$ cat src/rtl/multi_clock_divider.sv
// Multi-channel programmable clock-enable divider: each channel produces a
// square wave and a period-start tick, with glitch-free shadowed reconfiguration.
module multi_clock_divider #(
  parameter int CHANNELS     = 4,
  parameter int COUNT_WIDTH  = 16,
  parameter int DEFAULT_DIV  = 5,
  parameter int DEFAULT_HIGH = 3,
  localparam int CH_W = (CHANNELS > 1) ? $clog2(CHANNELS) : 1
) (
  input  logic                   clk,
  input  logic                   rst,
  input  logic [CHANNELS-1:0]    en,
  input  logic                   sync,
  input  logic                   cfg_valid,
  output logic                   cfg_ready,
  input  logic [CH_W-1:0]        cfg_ch,
  input  logic [COUNT_WIDTH-1:0] cfg_div,
  input  logic [COUNT_WIDTH-1:0] cfg_high,
  output logic [CHANNELS-1:0]    out,
  output logic [CHANNELS-1:0]    tick
);

  localparam logic [COUNT_WIDTH-1:0] RST_DIV  = COUNT_WIDTH'(DEFAULT_DIV);
  localparam logic [COUNT_WIDTH-1:0] RST_HIGH = COUNT_WIDTH'(DEFAULT_HIGH);
  localparam logic [COUNT_WIDTH-1:0] ZERO     = {COUNT_WIDTH{1'b0}};
  localparam logic [COUNT_WIDTH-1:0] ONE      = COUNT_WIDTH'(1);

  logic [COUNT_WIDTH-1:0] cnt_r     [CHANNELS];
  logic [COUNT_WIDTH-1:0] div_r     [CHANNELS];
  logic [COUNT_WIDTH-1:0] high_r    [CHANNELS];
  logic [COUNT_WIDTH-1:0] sh_div_r  [CHANNELS];
  logic [COUNT_WIDTH-1:0] sh_high_r [CHANNELS];
  logic [CHANNELS-1:0]    pending_r;
  logic [CHANNELS-1:0]    en_prev_r;

  logic [COUNT_WIDTH-1:0] next_cnt_s  [CHANNELS];
  logic [COUNT_WIDTH-1:0] next_div_s  [CHANNELS];
  logic [COUNT_WIDTH-1:0] next_high_s [CHANNELS];
  logic [CHANNELS-1:0]    sel_s;
  logic [CHANNELS-1:0]    wrap_s;
  logic [CHANNELS-1:0]    apply_s;
  logic [CHANNELS-1:0]    wr_hit_s;
  logic                   accept_s;

  // Wrap detection, pending-config selection and the config handshake.
  // An out-of-range cfg_ch selects no channel, so it is always ready and discarded.
  always_comb begin
    for (int i = 0; i < CHANNELS; i++) begin
      sel_s[i]       = (cfg_ch == CH_W'(i));
      wrap_s[i]      = en[i] & ((cnt_r[i] == div_r[i]) | ~en_prev_r[i] | sync);
      apply_s[i]     = wrap_s[i] & pending_r[i];
      next_div_s[i]  = apply_s[i] ? sh_div_r[i]  : div_r[i];
      next_high_s[i] = apply_s[i] ? sh_high_r[i] : high_r[i];
      next_cnt_s[i]  = wrap_s[i]  ? ZERO         : cnt_r[i] + ONE;
    end
    cfg_ready = ~|(sel_s & pending_r);
    accept_s  = cfg_valid & cfg_ready;
    wr_hit_s  = sel_s & {CHANNELS{accept_s}};
  end

  // Per-channel counters, active/shadow configuration and registered outputs.
  always_ff @(posedge clk) begin
    if (rst) begin
      pending_r <= {CHANNELS{1'b0}};
      en_prev_r <= {CHANNELS{1'b0}};
      out       <= {CHANNELS{1'b0}};
      tick      <= {CHANNELS{1'b0}};
      for (int i = 0; i < CHANNELS; i++) begin
        cnt_r[i]     <= ZERO;
        div_r[i]     <= RST_DIV;
        high_r[i]    <= RST_HIGH;
        sh_div_r[i]  <= RST_DIV;
        sh_high_r[i] <= RST_HIGH;
      end
    end else begin
      en_prev_r <= en;
      for (int i = 0; i < CHANNELS; i++) begin
        if (!en[i]) begin
          cnt_r[i] <= ZERO;
          out[i]   <= 1'b0;
          tick[i]  <= 1'b0;
          // An idle channel has no period in flight, so the write goes live at once.
          if (wr_hit_s[i]) begin
            div_r[i]     <= cfg_div;
            high_r[i]    <= cfg_high;
            sh_div_r[i]  <= cfg_div;
            sh_high_r[i] <= cfg_high;
          end else begin
            div_r[i]  <= div_r[i];
            high_r[i] <= high_r[i];
          end
        end else begin
          cnt_r[i]  <= next_cnt_s[i];
          div_r[i]  <= next_div_s[i];
          high_r[i] <= next_high_s[i];
          out[i]    <= (next_cnt_s[i] < next_high_s[i]);
          tick[i]   <= wrap_s[i];
          // Acceptance needs pending==0, so a same-edge wrap never consumes this write.
          if (wr_hit_s[i]) begin
            sh_div_r[i]  <= cfg_div;
            sh_high_r[i] <= cfg_high;
            pending_r[i] <= 1'b1;
          end else if (apply_s[i]) begin
            pending_r[i] <= 1'b0;
          end else begin
            pending_r[i] <= pending_r[i];
          end
        end
      end
    end
  end

endmodule
$ cat config.mk
export PLATFORM = sky130hd
export DESIGN_NAME = multi_clock_divider
export DESIGN_NICKNAME = d
export VERILOG_FILES = /design/src/rtl/multi_clock_divider.sv
export SDC_FILE = /design/constraint.sdc
export NUM_CORES = 1
export LEC_CHECK = 0
export ABC_AREA = 0
export CAP_MARGIN = 25
export CELL_PAD_IN_SITES_DETAIL_PLACEMENT = 1
export CELL_PAD_IN_SITES_GLOBAL_PLACEMENT = 2
export CORE_ASPECT_RATIO = 0.7
export CORE_MARGIN = 2
export CORE_UTILIZATION = 35
export CTS_BUF_LIST = sky130_fd_sc_hd__clkbuf_8
export DETAILED_ROUTE_END_ITERATION = 16
export DONT_BUFFER_PORTS = 1
export PLACE_DENSITY_LB_ADDON = 0.1
export SETUP_SLACK_MARGIN = 0.02
export SLEW_MARGIN = 20
export SYNTH_ARGS = -nofsm -noshare
export SYNTH_HDL_FRONTEND = slang
export SYNTH_SLANG_ARGS = --single-unit
$ cat constraint.sdc
create_clock -name clk -period 7.29 [get_ports clk]
set_clock_uncertainty 0.15 [all_clocks]
set_input_delay 0.3645 -clock clk [delete_from_list [all_inputs] [get_ports clk]]
set_output_delay 0.3645 -clock clk [all_outputs]
set_load 0.02 [all_outputs]
# After elaboration in Yosys (flattened, before gate mapping)
# Memory sizes are Yosys's and may differ from the RTL's.
# Index checks and enable logic that the tools add are counted.
# word_totals
register_bits	16
mem_count	5
ramBits	320
input_bits	42
# op_classes
muxes	138
n_bitwise	75
n_lt_le_gt_ge	4
n_reduce_logical	15
addsub	4
n_eq_ne	7
# memory_table
memory	words	word_bits	read_ports	rd_ports_with_merged_regs	write_ports	line	rtl
cnt_r	4	16	4	0	4	28	logic [COUNT_WIDTH-1:0] cnt_r [CHANNELS];
div_r	4	16	4	0	4	29	logic [COUNT_WIDTH-1:0] div_r [CHANNELS];
high_r	4	16	4	0	4	30	logic [COUNT_WIDTH-1:0] high_r [CHANNELS];
sh_div_r	4	16	4	0	4	31	logic [COUNT_WIDTH-1:0] sh_div_r [CHANNELS];
sh_high_r	4	16	4	0	4	32	logic [COUNT_WIDTH-1:0] sh_high_r [CHANNELS];
# ops
operator	count
16-bit two-way mux	60
1-bit two-way mux	78
16-bit by 1-bit adder with 16-bit output, second input constant	4
16-bit equality test	4
16-bit < comparator	4
1-bit bitwise OR	56
1-bit AND	9
4-bit AND	2
1-bit NOT	8
2-bit AND reduction	4
2-bit nonzero test	4
2-bit OR reduction	4
2-bit equality test, second input constant	2
4-bit OR reduction	1
2-bit by 1-bit equality test with 1-bit output, second input constant	1
2-bit zero test	1
1-bit zero test	1

# Depth between registers and ports, before layout
# Gate-level depths: netlist (run 1).
# logic_depth
depth_word	13
mapped_depth	15

# Worst setup path after synthesis (run 1)
# OpenSTA, ideal clock, no wires.
# synth_timing
kind	register to register
startpoint	mem cnt_r[0][3]
endpoint	mem div_r[0][0] (enable)
t_arrival_ps	2759
setup_ps	414
path_slack_ps	3968
path_stages_with_launch	9
path_buffers	3
required_time_ps	6726
path_cell_list	edfxtp_1 > buf_6 > xor2_1 > nor4_2 > and4_4 > o211ai_2 > buf_6 > buf_6 > a21boi_0
# synth_lines
element	line
from (decl)	28
to (decl)	29

==> run metrics, run 1 <==
DP Cell Count=around 2100; Worst Hold Class=primary input to flip-flop; final core utilization=~40%; worst path bufs/invs=1; Post-Place Setup Slack=3120 ps; Filler Cell Count=a little over 5000; asr flop ratio synth=0%; pin count of the biggest net entering global routing=roughly 100; Die Wd=between 200 and 300 um; met2 routed WL=between 20000 and 25000 um; FF+latch count, synth=between 300 and 400; VDD IR max=roughly 0.12 mV; crit path DAT=4380 ps; Worst slew margin=30.34%; register share of total power=51.9%; Worst-Skew Late Latency=between 600 and 700 ps; PD cells=226.1 nW/um^2; Die H=189.4 um; Seq/Total Area, Yosys=about 58%; cell-by-cell trace of the critical path=xor2_1 -> nor4_1 -> nand4_1 -> a21oi_2 -> buf_4 -> mux2i_1 -> ha_1 -> a21o_1 -> a21oi_1 -> or3b_2 -> a21oi_1; syn_area_per_cell=11.87 sq um; Netlist Area Pre-Place=around 17000 sq um; IO Port Bufs=0; power share of the combinational group=a little over a tenth; cell count after synthesis=1447; crit path kind=flip-flop to flip-flop; Startpoint Class=flip-flop; NetSw=approximately 1.2 mW; Max stage delay cell, worst path=a21oi_2; total global routing overflow=0; Placer Congestion=a little over 0.8; Critical Path Most Common Cell=a21oi_1; outcome=completed; met1 wire length=roughly 27000 um; synth unique cells=56; worst endpoint required time=a little under 8000 ps; # nets final=~1700; DRC=0; PnR worst setup slack=~3300 ps; CP max stage delay=around 620 ps; CTS max path bufs=3; yosys warns=0; Top Layer Used=met5; Layout Cells excl Fill=2272; Finished Cell Area=19730 sq um; ratio of cells with drive above 1 in the final layout=~7.2%; Power, Total=around 4.5 mW; maxcap violations=0; full die area=50910 sq um; synth-to-layout area growth=14.85%; Clock power frac=37.6%; fin crit period=~3900 ps; vias in the first global route=12060; Post-synth EDFFs=320; first-pass GRT wire length=around 81000 um; vias=around 12000; total track usage=between 20 and 25%; CP max FO=11; worst hold slack=42.50 ps; Fin. Hold Viols=0; setup_tns=0 ps; WL/cell=about 24 um; initial antenna violation count=10; FMAX=253.4 MHz; Worst Max-Slew Pin Slew=approximately 1000 ps; H-tree levels=2; final number of max-transition violations=0; delay-heaviest family, CP=simple AND/OR/NAND/NOR gates; top_reg_cell synth=edfxtp_1; CTS tree=done; Post-CTS Setup Inserts=0; Sw Share=roughly 27%; drt first pass iters=4; Detail Route Antenna Nets=0; Area after DPL=~18000 sq um; RSZ-0062 raised after global routing=no; CTS buffer count=57; Static Leakage=7.967 nW; met3 WL=approximately 3600 um; Internal=3.261 mW; Initial DRC Count=roughly 760; CTS sink count=around 340; row count=67; I/O pins=51; Starting Density=a little over a third; CTS root buf=clkbuf_8; Setup crit end kind=flip-flop; Final Setup Violations=0; CTS clk-pin slew, worst paths=~70 ps; core box area=48200 sq um; Post-DP HPWL=36080 um; Vias/cell=5.152; Tcrit/Tclk final=54.14%; WL final=54480 um
-- final cells by class --
cell class / instances / area [sq um] / share of cell area (%)
Sequential cell: 336 / 9930 / 50.32
Multi-Input combinational cell: 1088 / 7149 / 36.23
Clock buffer: 66 / 908.4 / 4.603
Tap cell: 655 / 819.5 / 4.153
Timing Repair Buffer: 66 / 680.7 / 3.449
Clock inverter: 38 / 172.7 / 0.8750
Inverter: 13 / 48.80 / 0.2473
Antenna cell: 10 / 25.02 / 0.1268
-- cell usage after synthesis, drive strengths merged, types with 6 or more instances --
master | number | area share [%]
a211oi | 45 | 2.0
a21o | 16 | 0.70
a21oi | 34 | 1.0
a22o | 14 | 0.71
and2 | 27 | 0.98
and3 | 80 | 2.9
and4 | 6 | 0.32
buf | 20 | 0.83
clkbuf | 53 | 1.2
dfxtp | 16 | 1.9
edfxtp | 320 | 56
ha | 64 | 4.7
inv | 11 | 0.24
mux2i | 115 | 6.7
nand2 | 65 | 1.4
nand3 | 34 | 0.99
nand4 | 25 | 0.91
nor2 | 249 | 5.4
nor2b | 13 | 0.47
nor3 | 18 | 0.55
nor4 | 17 | 0.76
o21ai | 29 | 0.84
or3 | 22 | 0.80
xnor2 | 21 | 1.1
xor2 | 99 | 5.0
-- per-layer routing --
metal  GRT usage, %  vias to the layer above
met5        0.09653                        -
met4          4.893                        2
met3          5.072                       64
met2          31.46                      261
met1          32.69                     5858
li1               -                     5520
-- sequential cells by signal, indices dropped and copies added (netlist names) --
name       count
div_r         64
out            4
pending_r      4
tick           4
en_prev_r      4
sh_div_r      64
cnt_r         64
high_r        64
sh_high_r     64
-- cells in the final DEF (no fill, tap or decap), types with 25 or more instances in the layout --
master,instances
and2_1,27
edfxtp_1,320
dlygate4sd3_1,42
ha_1,64
mux2i_1,115
and3_1,80
inv_1,34
a211oi_1,44
xor2_1,99
nand2_1,64
nand3_1,34
a21oi_1,31
conb_1,64
nand4_1,25
nor2_1,248
clkbuf_8,66
-- power groups by stage --
stage	registers [mW]	logic [mW]	clock network, mW
final	2.32	0.467	1.68
after global placement	2.36	0.369	0
after CTS	2.32	0.471	1.74
after detailed placement	2.36	0.378	0
after floorplan	2.33	0.291	0
after global routing	2.33	0.519	1.82
-- timing repair --
item / in CTS / in global routing
hold buffers: 45 / 1
gates resized for setup: 0 / 0
endpoints found under the hold margin: 239 / 7
-- cell families after synthesis --
family / Yosys count / synth area share [%]
and+or+nand+nor: 565 / 15.95
DFF: 336 / 57.79
adders and majority gates: 64 / 4.660
buffers and inverters: 86 / 2.272
muxes: 117 / 6.896
AOI/OAI and AO/OA: 158 / 6.291
xor gates and xnor gates: 120 / 6.117
other: 1 / 0.02182
-- path summary, 6_finish.rpt --
kind / from / slack (ps) / cells after the start / to
worst max-delay path: cnt_r[1][14] / 3340 / 11 / out[1]
worst min-delay path: cfg_high[4] / 40 / 2 / sh_high_r[3][4]
worst max register to register: cnt_r[1][14] / 3340 / 11 / out[1]
worst min register to register: sh_div_r[3][6] / 390 / 1 / div_r[3][6]
Note: power is estimated with default switching activity, not from simulation.
==> run 2: changes to the inputs <==
==> constraint.sdc (replaced) <==
create_clock -name clk -period 3.5 [get_ports clk]
set_clock_uncertainty 0.15 [all_clocks]
set_input_delay 0.175 -clock clk [delete_from_list [all_inputs] [get_ports clk]]
set_output_delay 0.175 -clock clk [all_outputs]
set_load 0.02 [all_outputs]
==> run metrics, run 2 (synthesis gave the netlist of run 1 again) <==
core box area=48200 sq um (unchanged); RSZ-0062 raised after global routing=yes; crit path DAT=3750 ps (-630 ps); I/O pins=51 (unchanged); Power, Total=9.425 mW (+110%); CTS root buf=clkbuf_8; Area after DPL=18640 sq um (+3.1%); FMAX=303.3 MHz (+20%); Worst slew margin=45.29% (+15 points); violated checks=hold timing; setup_tns=0 ps (unchanged); WL/cell=23.26 um (-3.0%); DRC=0 (unchanged); Static Leakage=8.484 nW (+6.5%); Fin. Hold Viols=1 (+1); Tcrit/Tclk final=94.21% (+40 points); vias in the first global route=12520 (+3.8%); Final Setup Violations=0 (unchanged); vias=12220 (+4.4%); Worst Max-Slew Pin Slew=818.0 ps (-225.8 ps); Worst Hold Class=primary input to flip-flop; maxcap violations=0 (unchanged); CTS tree=done; # nets final=1769 (+6.1%); pin count of the biggest net entering global routing=105 (+2.9%); initial antenna violation count=8 (-2); final number of max-transition violations=0 (unchanged); final core utilization=43.35% (+2.4 points); IO Port Bufs=0 (unchanged); ratio of cells with drive above 1 in the final layout=14.16% (+6.9 points); Setup crit end kind=flip-flop; CTS sink count=336 (unchanged); Die Wd=268.8 um (unchanged); H-tree levels=2 (unchanged); worst hold slack=-28.44 ps (-70.94 ps); commonest non-fill, non-tap cell in the layout=edfxtp_1; row count=67 (unchanged); Min-Delay Path Depth=6 (+4); outcome=finished, violations left; Placer Congestion=0.8004 (-2.9%); Post-DP HPWL=36890 um (+2.2%); CP max FO=13 (+2); Detail Route Antenna Nets=0 (unchanged); CTS buffer count=56 (-1.8%); Filler Cell Count=5156 (-0.33%); PD cells=451.1 nW/um^2 (+100%); first-pass GRT wire length=81740 um (+1.2%); fin crit period=3297 ps (-649.3 ps); WL final=55120 um (+1.2%); Vias/cell=5.156 (about the same); r2r worst-path depth=17 (+6); synth-to-layout area growth=21.60%; crit path kind=flip-flop to flip-flop; Worst-Skew Late Latency=680 ps (+30 ps); drt first pass iters=5 (+1); VDD IR max=0.2831 mV (+140%); CTS max path bufs=3 (unchanged); worst endpoint required time=3950 ps (-3770 ps); Die H=189.4 um (unchanged); CTS clk-pin slew, worst paths=60 ps (about the same); total global routing overflow=0 (unchanged); Starting Density=35.65% (unchanged); Initial DRC Count=828 (+9.1%); Finished Cell Area=20890 sq um (+5.9%); full die area=50910 sq um (unchanged); total track usage=21.83% (+0.094 points); Startpoint Class=flip-flop; most frequent cells in the layout=edfxtp_1 (320), nor2_1 (249), mux2i_1 (101)
-- run 2: report_power, final --
part	total (mW)	leakage [nW]	switching, mW	internal, mW
combinational	1.12	4.39	0.703	0.422
clock	3.48	0.621	1.76	1.72
sequential	4.82	3.47	0.136	4.68
-- run 2: critical path, cell delays in order, from the launching register on --
cell	delay [ps]
edfxtp_1	470
xor2_1	200
nor4_2	290
buf_4	170
and4_4	230
buf_4	130
nor2_1	50
nor2_1	140
buf_4	150
buf_12	120
nor2_1	50
ha_1	300
a21oi_2	130
o21ai_1	60
a21o_1	190
a211oi_2	220
o21ai_2	90
a21oi_2	100
-- run 2: what timing repair did --
item | 4_1_cts | 5_1_grt
pin swaps | 2 | 24
cloned | 0 | 1
hold buffers | 64 | 0
endpoints found under the setup margin | 3 | 6
resized for setup | 4 | 55
hold endpoints to repair | 331 | 0
setup buffers | 1 | 17
-- run 2: layer usage --
metal  vias to the layer above  routed length (um)  track usage, %
met5                         -                 124           1.062
met4                        10                1054           5.855
met3                        87                2785           4.539
met2                       248               23230           31.41
met1                      6162               27920           32.87
li1                       5713                   -               -
-- run 2: cell type report --
cell class | count | area [sq um] | area share (%)
Multi-Input combinational cell | 1088 | 7431 | 35.57
Tap cell | 655 | 819.5 | 3.922
Sequential cell | 336 | 9930 | 47.52
Clock inverter | 41 | 198.9 | 0.9522
Antenna cell | 6 | 15.01 | 0.07186
Inverter | 13 | 52.55 | 0.2515
Clock buffer | 63 | 867.1 | 4.150
Timing Repair Buffer | 168 | 1580 | 7.563
-- run 2: per-stage QoR --
step	setup slack, ps	cells
6_report	202.8	2370
3_5_place_dp	-7.404	2177
2_1_floorplan	177.7	1510
3_3_place_gp	-0.02709	2177
5_1_grt	-18.46	2366
4_1_cts	22.31	2346
-- run 2: final timing paths --
path / startpoint / end / slack, ps
worst min-delay path: en[2] / out[2] / -30
worst max-delay path: cnt_r[2][10] / out[2] / 200
worst min register to register: sh_div_r[0][2] / div_r[0][2] / 400
worst max register to register: cnt_r[2][10] / out[2] / 200
==> run 3: changes to the inputs <==
--- a/config.mk
+++ b/config.mk
@@ -12,7 +12,7 @@
 export CORE_ASPECT_RATIO = 0.7
 export CORE_MARGIN = 2
 export CORE_UTILIZATION = 35
-export CTS_BUF_LIST = sky130_fd_sc_hd__clkbuf_8
+export CTS_BUF_LIST = sky130_fd_sc_hd__clkbuf_4 sky130_fd_sc_hd__clkbuf_8
 export DETAILED_ROUTE_END_ITERATION = 16
 export DONT_BUFFER_PORTS = 1
 export PLACE_DENSITY_LB_ADDON = 0.1
@@ -21,3 +21,4 @@
 export SYNTH_ARGS = -nofsm -noshare
 export SYNTH_HDL_FRONTEND = slang
 export SYNTH_SLANG_ARGS = --single-unit
+export TNS_END_PERCENT = 30
==> run metrics, run 3 (synthesis gave the netlist of run 1 again) <==
outcome=completed; Placer Congestion=0.8004 (unchanged); ratio of cells with drive above 1 in the final layout=14.48% (+0.32 points); Post-DP HPWL=36890 um (unchanged); final core utilization=43.96% (+0.61 points); most frequent cells in the layout=edfxtp_1 (320), nor2_1 (249), mux2i_1 (102); WL/cell=23.09 um (-0.70%); pin count of the biggest net entering global routing=105 (unchanged); fin crit period=3311 ps (+13.79 ps); RSZ-0062 raised after global routing=yes; Worst Max-Slew Pin Slew=837.5 ps (+19.53 ps); initial antenna violation count=4 (-4); final number of max-transition violations=0 (unchanged); crit path DAT=3770 ps (+20 ps); CTS tree=done; VDD IR max=0.2837 mV (+0.21%); PD cells=455.4 nW/um^2 (+0.95%); Fin. Hold Viols=0 (-1); Power, Total=9.649 mW (+2.4%); DRC=0 (unchanged); DP Cell Count=2177 (unchanged); drt first pass iters=5 (unchanged); H-tree levels=2 (unchanged); core box area=48200 sq um (unchanged); full die area=50910 sq um (unchanged); I/O pins=51 (unchanged); CTS clk-pin slew, worst paths=70 ps (about the same); Layout Cells excl Fill=2395 (+1.1%); Initial DRC Count=931 (+12%); Starting Density=35.65% (unchanged); Worst Hold Class=primary input to flip-flop; total track usage=21.91% (+0.084 points); row count=67 (unchanged); Tcrit/Tclk final=94.60% (+0.39 points); vias=12290 (+0.53%); Vias/cell=5.129 (-0.52%); Setup crit end kind=flip-flop; CTS max path bufs=3 (unchanged); synth-to-layout area growth=23.32%; Detail Route Antenna Nets=0 (unchanged); commonest non-fill, non-tap cell in the layout=edfxtp_1; crit path kind=flip-flop to flip-flop; CP max FO=8 (-5); Final Setup Violations=0 (unchanged); Die Wd=268.8 um (unchanged); CTS root buf=clkbuf_8; maxcap violations=0 (unchanged); Startpoint Class=flip-flop; total global routing overflow=0 (unchanged); Worst-Skew Late Latency=680 ps (about the same); # nets final=1793 (+1.4%); CTS buffer count=56 (unchanged); Post-Place Setup Slack=-7.404 ps (unchanged); vias in the first global route=12660 (+1.1%); WL final=55310 um (+0.34%); FMAX=302.0 MHz (-0.42%); Static Leakage=8.557 nW (+0.87%); IO Port Bufs=0 (unchanged); Die H=189.4 um (unchanged); Worst slew margin=43.98% (-1.3 points); worst endpoint required time=3960 ps (about the same); CTS sink count=336 (unchanged); PnR worst setup slack=189.0 ps (-13.79 ps); first-pass GRT wire length=82170 um (+0.52%)
run 3: repair_timing:
action                                  in CTS  in global routing
resized for setup                            2                 51
endpoints found under the hold margin      329                  0
hold buffers                                93                  0
endpoints found under the setup margin       3                 12
cloned                                       0                  1
setup buffers                                0                 13
pin swaps                                    0                 21
run 3: path summary, 6_finish.rpt:
| path | start | to | slack, ps | cells after the start |
|---|---|---|---|---|
| worst max-delay path | cnt_r[3][14] | out[3] | 190 | 14 |
| worst min-delay path | en[2] | out[2] | 20 | 6 |
| worst max register to register | cnt_r[3][14] | out[3] | 190 | 14 |
| worst min register to register | sh_div_r[3][5] | div_r[3][5] | 390 | 1 |
run 3: routing by layer:
metal | wire [um] | vias up | part of all wire (%) | global-route usage, %
met1 | 27000 | 6166 | 49 | 32.87
li1 | - | 5764 | - | -
met3 | 3866 | 69 | 7.0 | 4.721
met4 | 881 | 2 | 1.6 | 5.363
met2 | 23540 | 284 | 43 | 31.91
met5 | 12 | - | 0.022 | 0
run 3: critical path, stage by stage, from the launching register on:
cell and delay (ps):
edfxtp_1 440, xor2_1 180, nor4_2 340, nand4_1 240, a211oi_4 290, buf_12 180, buf_4 130, mux2i_4 260
ha_4 240, a21o_1 150, a21o_1 170, a21oi_1 120, or3_1 120, o2111ai_2 110, a21oi_1 130
run 3: power by group:
part | switching, mW | total, mW | internal (mW) | leakage (nW)
Clock | 1.76 | 3.70 | 1.93 | 0.606
Sequential | 0.136 | 4.82 | 4.68 | 3.47
Combinational | 0.694 | 1.14 | 0.443 | 4.48
Total | 2.59 | 9.65 | 7.06 | 8.56
run 3: metrics by stage:
stage                     hold slack, ps  cell area (sq um)  setup TNS (ps)
after global placement             144.1              18640        -0.02709
after CTS                          2.640              20780               0
final                              23.21              21190               0
after floorplan                    183.4              17420               0
after detailed placement           153.8              18640          -7.404
after global routing               53.99              21170          -25.83
run 3: final cells by class:
| type | instances | area (sq um) |
|---|---|---|
| antenna | 7 | 17.52 |
| inverter | 13 | 52.55 |
| clock inverter | 21 | 123.9 |
| multi-input combinational | 1088 | 7410 |
| clock buffer | 83 | 1017 |
| tap | 655 | 819.5 |
| sequential | 336 | 9930 |
| fill | 5154 | 27010 |
| timing repair buffer | 192 | 1819 |
